## config.mk

```make
export PLATFORM = sky130hd
export DESIGN_NAME = calc_cmd_driver
export DESIGN_NICKNAME = d
export VERILOG_FILES = /design/src/rtl/calc_cmd_driver.sv
export SDC_FILE = /design/constraint.sdc
export NUM_CORES = 1
export LEC_CHECK = 0
export ABC_AREA = 1
export CORE_ASPECT_RATIO = 1.1
export CORE_MARGIN = 8
export CORE_UTILIZATION = 46
export DETAILED_ROUTE_END_ITERATION = 8
export PLACE_DENSITY = 0.81
export SKIP_LAST_GASP = 1
export SYNTH_ARGS = -nofsm -noshare
export SYNTH_HDL_FRONTEND = slang
export SYNTH_SLANG_ARGS = --single-unit
```

## constraint.sdc

```tcl
create_clock -name clk -period 1.6 [get_ports clk]
set_clock_uncertainty 0.15 [all_clocks]
set_input_delay 0.16 -clock clk [delete_from_list [all_inputs] [get_ports clk]]
set_output_delay 0.16 -clock clk [all_outputs]
set_load 0.1 [all_outputs]
```

## src/rtl/calc_cmd_driver.sv

```systemverilog
// Registered command front end for the 4-bit signed calculator.
// Ports: cmd_* in (valid/ready), calc_* to/from calculator, res_* out (valid/ready), acc/acc_clr, ovf_cnt.
module calc_cmd_driver #(
  parameter int unsigned SETTLE = 1,
  parameter int unsigned CNT_W  = 8
) (
  input  logic             clk,
  input  logic             rst_n,
  input  logic             cmd_valid,
  output logic             cmd_ready,
  input  logic [2:0]       cmd_op,
  input  logic [3:0]       cmd_a,
  input  logic [3:0]       cmd_b,
  input  logic             cmd_use_acc,
  output logic [2:0]       calc_op,
  output logic [3:0]       calc_a,
  output logic [3:0]       calc_b,
  input  logic [3:0]       calc_r,
  input  logic             calc_ovf,
  output logic             res_valid,
  input  logic             res_ready,
  output logic [3:0]       res_r,
  output logic             res_ovf,
  output logic [3:0]       acc,
  input  logic             acc_clr,
  output logic [CNT_W-1:0] ovf_cnt
);

  typedef enum logic [1:0] {
    IDLE,
    DRIVE,
    RESP
  } state_t;

  localparam logic [3:0] CNT_INIT = 4'(SETTLE - 1);

  state_t     state;
  state_t     state_nx;
  logic [3:0] cnt;
  logic       alive;
  logic       accept;
  logic       capture;

  always_comb begin
    state_nx = state;
    accept   = 1'b0;
    capture  = 1'b0;
    unique case (state)
      IDLE: begin
        if (cmd_valid && alive) begin
          accept   = 1'b1;
          state_nx = DRIVE;
        end
      end
      DRIVE: begin
        if (cnt == 4'd0) begin
          capture  = 1'b1;
          state_nx = RESP;
        end
      end
      RESP: begin
        if (res_ready) state_nx = IDLE;
      end
      default: state_nx = IDLE;
    endcase
  end

  // cmd_ready stays low until the first edge after reset release
  assign cmd_ready = alive && (state == IDLE);
  assign res_valid = (state == RESP);

  always_ff @(posedge clk or negedge rst_n) begin
    if (!rst_n) begin
      state <= IDLE;
      alive <= 1'b0;
      cnt   <= 4'd0;
    end else begin
      state <= state_nx;
      alive <= 1'b1;
      if (accept) cnt <= CNT_INIT;
      else if (state == DRIVE && !capture) cnt <= cnt - 4'd1;
    end
  end

  always_ff @(posedge clk or negedge rst_n) begin
    if (!rst_n) begin
      calc_op <= 3'd0;
      calc_a  <= 4'd0;
      calc_b  <= 4'd0;
    end else if (accept) begin
      calc_op <= cmd_op;
      calc_b  <= cmd_b;
      calc_a  <= cmd_use_acc ? acc : cmd_a;
    end
  end

  always_ff @(posedge clk or negedge rst_n) begin
    if (!rst_n) begin
      res_r   <= 4'd0;
      res_ovf <= 1'b0;
    end else if (capture) begin
      res_r   <= calc_r;
      res_ovf <= calc_ovf;
    end
  end

  // capture has priority over a same-cycle clear
  always_ff @(posedge clk or negedge rst_n) begin
    if (!rst_n) acc <= 4'd0;
    else if (capture) acc <= calc_r;
    else if (acc_clr) acc <= 4'd0;
  end

  always_ff @(posedge clk or negedge rst_n) begin
    if (!rst_n) ovf_cnt <= '0;
    else if (capture && calc_ovf && !(&ovf_cnt))
      ovf_cnt <= ovf_cnt + CNT_W'(1);
  end

endmodule

```

==> impl_metrics.ini <==
[logic_synthesis]
netlist_top_cells_area = dfrtp_1 (51%), nand2_1 (18%), inv_1 (3.5%), ha_1 (2.2%), o22ai_2 (2.2%)
synth_flop_cell = dfrtp_1
avgSynthCellArea_um2 = 8.54
netlist_instances = 200
synth.cells.most_frequent = nand2_1 (84), dfrtp_1 (35), inv_1 (16)
synthArstFlopShare_pct = 100
yosysTopAreaCell = dfrtp_1
yosysSeqAreaShare_pct = 51.3
synth-edff-count = 0
synth.most_common_cell = nand2_1
ys_types = 27
synth_top_area_share_pct = 51.3
syn_area_um2 = 1710
yosys_warnings = 0
ys_seq_elements = 35
synth_nets = 225

[cts]
clk_path_buf_depth = 2
cts.sinks = 35
htree_levels = 2
cts_hold_buf = 0
insertion_delay_ns = 0.29
cts-root-buf = clkbuf_8
post_cts_buffers = 0
cts_tree = done
cts.clk_slew.worst_paths_ns = 0.07
cts_buffers = 5

[setup_path]
crit_chain = inv_2, nand2_2, nor2_4, buf_12
cp_max_fo = 4
cpPeakStageDelay_ns = 0.42
path_delay_family = flip-flops
critical_path_buf_inv_count = 2
arrival_ns = 1.24
cp.required_ns = 1.29
startpoint_type = flip-flop
r2r_slack_ns = 0.08
critPathSlowestCell = dfrtp_1
cp-end-kind = output port
crit_type = reg -> out

[layout]
layout-drive-gt1-share_pct = 29.5
fillers = 222
nets = 288
areaGrowthSynthToFinish_pct = 61.2
diodes = 0

[floorplan]
rows = 23
die_x_um = 74.1
core_um2 = 3600
die_h_um = 79.9
ioPinCount = 52
initial_utilization_pct = 47.5
die_area_um2 = 5920

[place]
gp_congestion = 0.863
hpwl_mm = 3.38
io_buffers = 51

[grt]
grt_antenna_before_repair = 0
grt_pass1_wl_mm = 6.95
grt_max_degree = 36
gr-total-overflow = 0
track_usage_pct = 15.5
grt_pass1_vias = 1545

[run_status]
status = finished, final reports clean

[detailed_routing]
drcViolationCount = 0
routed_wl_mm = 4.35
ant_nets = 0
drtIter0Drc = 99
drt_first_pass_iters = 5
via_per_inst = 4.77
post_drt_wl_per_cell_um = 13.9
vias = 1499

[timing]
rsz0062_at_grt = true
setup_violations = 0
fin_crit_sh_pct = 97.1
fmax_ghz = 0.644
report.final.slew_viol_count = 0
finalCriticalPeriod_ns = 1.55
hold_viol = 0
tns_ns = 0

[job]
max-cap-violations = 0

[hold_path]
hold_class = in -> async
## placed cells by master, fill, tap and decap left out, types with 2 or more instances in the layout
| cell | count |
|---|---|
| nand2_1 | 84 |
| buf_12 | 31 |
| dfrtp_1 | 27 |
| clkdlybuf4s50_1 | 21 |
| inv_1 | 16 |
| o21ai_0 | 7 |
| nor2_1 | 7 |
| dfrtp_2 | 6 |
| buf_4 | 6 |
| inv_2 | 5 |
| nor2_4 | 5 |
| nand3_1 | 5 |
| clkbuf_8 | 5 |
| nand2_2 | 4 |
| o21ai_1 | 4 |
| nand4_1 | 4 |
| o22ai_2 | 3 |
| o21ai_2 | 3 |
| xor2_1 | 3 |
| clkbuf_1 | 2 |
| dfrtp_4 | 2 |
## per-stage QoR
step	instance area (um^2)	utilization [%]	setup slack, ns	cells	hold slack (ns)
finish	2750	76.6	0.0462	314	0.0909
global placement	2660	73.9	0.126	306	0.367
floorplan	1740	-	-0.0979	200	-0.286
detailed placement	2660	73.9	0.0875	306	0.371
CTS	2740	76.2	0.0157	314	0.106
global route	2750	76.6	-0.0237	314	0.122
## path summary, 6_finish.rpt
check | from | end | cells past startpoint
min in group clk | cmd_op[1] | calc_op[1]$_DFFE_PN0P_ | 3
worst min register to register | calc_op[1]$_DFFE_PN0P_ | calc_op[1]$_DFFE_PN0P_ | 2
worst max-delay path | state[1]$_DFFE_PN0P_ | cmd_ready | 4
max in group asynchronous | rst_n | ovf_cnt[6]$_DFFE_PN0P_ | 2
worst min-delay path | rst_n | ovf_cnt[0]$_DFFE_PN0P_ | 2
worst max register to register | cnt[1]$_DFFE_PN0P_ | ovf_cnt[1]$_DFFE_PN0P_ | 7
## layer usage
layer / track usage [%] / vias up / part of all wire, %
met5: 0 / - / 0
met4: 5.40 / 0 / 1.3
met3: 7.41 / 6 / 10
met2: 26.8 / 55 / 51
met1: 15.7 / 690 / 37
li1: - / 748 / -
## kinds of logic after synthesis
group | share of synthesized area, %
and+or+nand+nor | 30.4
buffers and inverters | 6.08
DFF | 51.3
xor gates and xnor gates | 2.05
other | 0.220
adders and majority gates | 2.20
AOI/OAI and AO/OA | 7.77
## registers in the layout (all words and copies together), names as in the netlist
| name | count |
|---|---|
| ovf_cnt | 8 |
| state | 2 |
| cnt | 4 |
| res_r | 4 |
| calc_a | 4 |
| alive | 1 |
| acc | 4 |
| calc_b | 4 |
| calc_op | 3 |
| res_ovf | 1 |
## layout make-up
cell class                      instances  area [um^2]  share of cell area (%)
Sequential cell                        35          891                    32.3
Timing Repair Buffer                   58          876                    31.8
Multi-Input combinational cell        141          758                    27.5
Inverter                               22         85.1                    3.09
Clock buffer                            7         76.3                    2.77
Tap cell                               50         62.6                    2.27
Clock inverter                          1         5.00                   0.182
## timing repair
| item | 4_1_cts | 5_1_grt |
|---|---|---|
| resized for setup | 0 | 3 |
| hold endpoints to repair | 0 | 0 |
| setup endpoints to repair | 0 | 3 |
Power is left out: the tool's default activity adds up to more than one toggle a clock period on the data nets, which glitch-free logic cannot reach.
==> RTL edit 1 (same flow settings) <==
Register the output `ovf_cnt` once more, with the module's reset; this adds one clock of latency there. The other outputs are not delayed to match.
--- a/src/rtl/calc_cmd_driver.sv
+++ b/src/rtl/calc_cmd_driver.sv
@@ -35,2 +35,4 @@
   localparam logic [3:0] CNT_INIT = 4'(SETTLE - 1);
+
+  logic [CNT_W-1:0] ovf_cnt_s0;
 
@@ -114,5 +116,13 @@
   always_ff @(posedge clk or negedge rst_n) begin
-    if (!rst_n) ovf_cnt <= '0;
-    else if (capture && calc_ovf && !(&ovf_cnt))
-      ovf_cnt <= ovf_cnt + CNT_W'(1);
+    if (!rst_n) ovf_cnt_s0 <= '0;
+    else if (capture && calc_ovf && !(&ovf_cnt_s0))
+      ovf_cnt_s0 <= ovf_cnt_s0 + CNT_W'(1);
+  end
+
+  always_ff @(posedge clk or negedge rst_n) begin
+    if (!rst_n) begin
+      ovf_cnt <= '0;
+    end else begin
+      ovf_cnt <= ovf_cnt_s0;
+    end
   end
Check against the original RTL: not equivalent (Yosys sat finds a counterexample within 4 cycles, from zero or initial values and one cycle with rst_n low).
==> RTL edit 1 against the original RTL <==
  * Design area grew 8.4%
  * First-iteration DRC count grew 4.0%
  * Sequential cell count grew 8
  * Area after synthesis grew 11%
  * Routed wire length grew 15%
  * Setup slack gained 9.3 ps
  * Highest routed layer unchanged
==> RTL edit 1: results (changes against the original RTL) <==
** Routing
- Total iterations of the first detailed-routing run :: 4 (-1)
- Post-DR wirelength/cell :: 15.46 microns (+12%)
- Via-per-instance ratio :: 5.025 (+5.3%)
- The number of DRC markers after the initial detailed-route iteration came to 103 (+4.0%).

** Worst setup path
- Maximum single-stage delay on the critical path :: 420 ps (about the same)
- Worst reg-to-reg path cell count :: 8 (+1)
- The slowest stage of the critical path belongs to the cell dfrtp_1.
- The top fanout value on the critical path is 5 (+1).
- Top Family by Delay on Critical Path :: simple AND/OR/NAND/NOR gates
- Critical Path Start Type :: register
- The register-to-register path setup slack came to 60 ps (-20 ps).
- The arrival time reported for the critical path endpoint is 1580 ps (+340 ps).
- Critical Path Sink :: ovf_cnt_s0[7]
- RR Startpoint :: ovf_cnt_s0[1]

** Finish
- The number of inserted filler cells in the final layout was 257 (+16%).
- Largest registers ranked by flip-flop count :: ovf_cnt (8), ovf_cnt_s0 (8)
- Fraction of layout instances using a drive strength above 1 :: 24.54% (-5.0 points)
- The number of nets in the finished design is 297 (+3.1%).

** Synthesis
- Syn_nets :: 233 (+3.6%)
- Count of cell types in the netlist :: 24 (-11%)
- Sequential share of the synthesized area :: 56.54% (+5.3 points)
- Ranked by instance count, the synthesized netlist is headed by nand2_1, dfrtp_1, inv_1, nor2_1, o21ai_0.
- The proportion of netlist area held by the largest area contributor came to 56.54% (+5.3 points).
- The proportion of synthesized flip-flops having asynchronous set or reset came to 100.0% (unchanged).
- Among all flip-flop cells after synthesis, the most frequent one is dfrtp_1.
- Ranking of synthesized cells by area :: dfrtp_1, nand2_1, inv_1

** STA
- Top achievable clock speed :: 647.4 MHz (+0.60%)

** Clock tree
- H-Tree Depth :: 2 (unchanged)
- In this run the clock root is driven by a clkbuf_8.
- Clock Pin Slew Worst Setup and Hold Paths :: 90 ps (+20 ps)
- CTS Buf Count :: 5 (unchanged)

** Placed design
- The minimum setup slack after placement is 48.17 ps (-39.36 ps).
- The placed instance area came to 2806 sq um (+5.5%).
- Buffers added on ports :: 51 (unchanged)
- Post-DP HPWL :: 3784 microns (+12%)
- Gp weighted congestion :: 0.7992 (-7.4%)

** Global route
- Global-route wire length before repair :: 8128 microns (+17%)
- Pin count of the biggest net entering global routing :: 27 (-25%)
- Number of global-route vias before repair :: 1635 (+5.8%)
- Gr usage total :: 15.71% (+0.22 points)

** Power
- Leakage :: 1.457 nW
- The worst-case IR drop observed on VDD is 1.157 mV.

** Status
- The run finished with clean final reports.
## RTL edit 1: changes by cell type after synthesis
cell / before / now
inv_1: 16 / 19
o22ai_2: 3 / 0
o22ai_1: 1 / 5
buf_6: 1 / 2
inv_2: 5 / 3
dfrtp_1: 35 / 43
nand3_2: 1 / 0
o21ai_1: 4 / 5
nand2_1: 84 / 82
buf_4: 1 / 0
nand3_4: 1 / 2
o21ai_0: 7 / 6
## RTL edit 1: power by group
group / switching [mW] / total (mW) / internal, mW / leakage (nW)
logic: 2.85 / 4.31 / 1.46 / 0.831
clock network: 0.369 / 0.993 / 0.624 / 0.0654
registers: 0.375 / 1.81 / 1.43 / 0.561
## RTL edit 1: how the worst min path moves through the flow
stage          startpoint       endpoint  cells after the start
2_1_floorplan       rst_n         acc[0]                      0
3_3_place_gp        rst_n  ovf_cnt_s0[2]                      1
3_5_place_dp        rst_n  ovf_cnt_s0[2]                      1
4_1_cts             rst_n         cnt[3]                      2
5_1_grt             rst_n  ovf_cnt_s0[2]                      2
6_report            rst_n         cnt[3]                      2
## RTL edit 1: what timing repair did
item,4_1_cts,5_1_grt
setup buffers,0,2
hold buffers,1,0
hold endpoints to repair,18,0
gates resized for setup,0,5
endpoints found under the setup margin,0,7
## RTL edit 1: cell families (layout without fill, tap and decap cells)
logic type               count (synthesis)  count (layout)  synth area share (%)
XOR/XNOR                                 4               4                 1.841
other                                    1               1                0.1970
adder cells (fa/ha/maj)                  3               3                 1.973
buffers and inverters                   25              90                 5.852
AND/OR/NAND/NOR                        112             112                 27.28
AO/OA/AOI/OAI                           20              20                 6.312
flip-flops                              43              43                 56.54
## RTL edit 1: metal layers
metal | wire, microns | GRT usage, % | up-vias
met2 | 2720 | 27.30 | 56
met4 | 81 | 5.670 | 0
met5 | 0 | 0 | -
met3 | 238 | 3.987 | 7
met1 | 1983 | 18.01 | 788
li1 | - | - | 782
## RTL edit 1: layout make-up
type / instances / area, sq um / area share, %
clock inverters: 2 / 60.06 / 2.013
inverters: 23 / 88.84 / 2.977
flip-flops and latches: 43 / 1076 / 36.06
clock buffers: 6 / 72.57 / 2.432
well taps: 52 / 65.06 / 2.180
repair buffers: 59 / 880.8 / 29.52
multi-input cells: 140 / 740.7 / 24.82
## RTL edit 1: metrics by stage
step | std cells | setup TNS (ps) | hold slack [ps] | total power, mW
2_1_floorplan | 208 | -97.94 | -285.6 | 4.409
3_3_place_gp | 314 | 0 | -29.60 | 5.974
3_5_place_dp | 314 | 0 | -20.03 | 6.083
4_1_cts | 323 | 0 | 188.0 | 7.088
5_1_grt | 325 | -52.47 | 220.6 | 7.379
6_report | 325 | 0 | 199.4 | 7.116
==> RTL edit 2 (same flow settings) <==
Made on the original files. Set the parameter `CNT_W` to 10 (it was 8).
--- a/src/rtl/calc_cmd_driver.sv
+++ b/src/rtl/calc_cmd_driver.sv
@@ -4,3 +4,3 @@
   parameter int unsigned SETTLE = 1,
-  parameter int unsigned CNT_W  = 8
+  parameter int unsigned CNT_W  = 10
 ) (
Interface: changed (resized ovf_cnt); port bits go from 52 to 54. No check against the original RTL was run, so the function may have changed too.
==> RTL edit 2 against the original RTL <==
  * Setup slack better by 18 ps
  * Design area is 8.0% higher
  * Critical path depth stayed put
  * Sequential cell count is 2 higher
  * Non-clock buffer count is 7 higher
  * Highest routed layer unchanged
  * Routed wire length is 12% higher
  * Via count is 9.5% higher
  * Core utilization is 0.19 points higher
  * Worst hold slack better by 120 ps
  * Area after synthesis is 6.2% higher
==> RTL edit 2: results (changes against the original RTL) <==
** Status
- Run status :: complete, no violations

** Routing
- Total iterations of the first detailed-routing run :: 4 (-1)
- Total vias in the final route :: 1641 (+9.5%)
- The routed metal-1 wire length is 1825 microns (+13%).
- Length of routed met2 wiring :: 2531 microns (+13%)
- After detailed routing, no signal wire sits above met4.
- Initial DRC Count :: 126 (+27%)
- The average routed wire per standard cell is 14.56 microns (+5.0%).
- Met3 routed wirelength :: 427 microns (-2.5%)

** Finish
- The count of antenna diodes in the layout is 0 (unchanged).
- The flip-flop count of the largest register, all copies and words added was 10 (+2).
- Non-filler instance count after layout :: 336 (+7.0%)
- Count of nets after finishing :: 308 (+6.9%)
- The number of inserted filler cells in the final layout came to 243 (+9.5%).
- Fraction of layout instances using a drive strength above 1 :: 29.23% (-0.32 points)

** Global route
- Fraction of met1 tracks used by global routing :: 17.64% (+2.0 points)
- The global-route wire length before repair is 8114 microns (+17%).
- Met3 Track Usage GR :: 8.547% (+1.1 points)
- Gr usage total :: 17.45% (+2.0 points)
- The maximum number of pins on one net before global-route repair came to 24 (-33%).
- The number of global-route vias before repair was 1757 (+14%).
- The global-route track usage on met2 was 29.99% (+3.1 points).

** Placed design
- Placed instance count :: 322 (+5.2%)
- Place WS :: -10.66 ps (-98.18 ps)
- The detailed placer's ending HPWL was 3678 microns (+8.9%).
- The placed instance area is 2788 sq um (+4.8%).
- Gp weighted congestion :: 0.8358 (-3.2%)
- The count of port buffers added during placement was 53 (+3.9%).

** Worst setup path
- Cell with the biggest individual delay on the critical path :: dfrtp_1
- Classification of the worst setup path :: reg -> out
- In this design, the stage delay of the slowest critical-path cell is 410 ps.

** Hold path
- The tightest min-delay check is of the in -> async type.

** Power
- The analysis attributes to cell leakage a power of 1.431 nW.
- Net switching is 52.18% of the power.
- Across the VDD grid, the largest voltage drop is 1.776 mV.

** Synthesis
- Ranking of synthesized cells by area :: dfrtp_1, nand2_1, inv_1
- The sequential element share of the synthesized area came to 51.03% (-0.25 points).
- The net count after synthesis was 240 (+6.7%).
- The number of enable-type register cells in the synthesized netlist came to 0 (unchanged).
- Count of cell types in the netlist :: 27 (unchanged)
- Most common library cells after synthesis :: nand2_1, dfrtp_1, inv_1, o21ai_0, nor2_1
- Mapped Avg Cell Area :: 8.438 sq um (-1.2%)
- The proportion of synthesized flip-flops having asynchronous set or reset came to 100.0% (unchanged).

** Clock tree
- Root cell of the clock tree :: clkbuf_8
- Longest Clk Path Bufs :: 2 (unchanged)
- The number of buffers added by the clock tree synthesis step is 5 (unchanged).
- The clock transition time at the flip-flop clock pins of the worst setup and hold paths was 70 ps (about the same).
- The post-cts gate resize count was 1 (+1).
- The quantity of hold-fixing buffers added after cts is 1 (+1).
- The total setup buffers inserted after CTS is 1 (+1).
- H-Tree Depth :: 2 (unchanged)

** STA
- Worst-Margin Slew :: 504.1 ps

** Job
- Number of violations of the max-capacitance limit :: 0 (unchanged)
[RTL edit 2: changes by cell type after synthesis, moves of 2 or more]
cell / delta
o22ai_1: +4
nand2_1: -2
dfrtp_1: +2
o22ai_2: -3
inv_2: -3
o21ai_0: +7
o21ai_1: -3
inv_1: +10
[RTL edit 2: power by group through the flow]
stage / clock network [mW] / logic (mW) / registers, mW
after floorplan: 0 / 0.900 / 3.36
after global placement: 0 / 4.16 / 1.65
after detailed placement: 0 / 4.24 / 1.67
after CTS: 0.819 / 4.29 / 1.65
after global routing: 0.858 / 4.58 / 1.67
final: 0.799 / 4.37 / 1.63
[RTL edit 2: path summary, 6_finish.rpt]
| path | from | endpoint | slack, ps | depth (start not counted) |
|---|---|---|---|---|
| worst max register to register | ovf_cnt[0] | ovf_cnt[5] | 70 | 8 |
| max in group asynchronous | rst_n | calc_a[1] | 570 | 3 |
| worst max-delay path | state[0] | cmd_ready | 60 | 4 |
| min in group clk | cmd_op[0] | calc_op[0] | 250 | 3 |
| worst min register to register | calc_op[1] | calc_op[1] | 390 | 2 |
| worst min-delay path | rst_n | ovf_cnt[0] | 210 | 2 |
[RTL edit 2: area by class of cell]
cell class	count	area (sq um)	share of cell area [%]
Clock buffer	6	72.57	2.441
Clock inverter	2	35.03	1.178
Inverter	28	111.4	3.746
Multi-Input combinational cell	146	802.0	26.98
Sequential cell	37	948.4	31.90
Tap cell	52	65.06	2.189
Timing Repair Buffer	65	938.4	31.57
[RTL edit 2: cell families (layout without fill, tap and decap cells)]
kind of cell,count (synthesis),count (layout),synth area share (%)
buffers and inverters,32,101,7.724
AO/OA/AOI/OAI,23,23,7.242
XOR/XNOR,5,5,2.414
AND/OR/NAND/NOR,114,114,29.31
adder cells (fa/ha/maj),3,3,2.069
other,1,1,0.2067
flip-flops,37,37,51.03
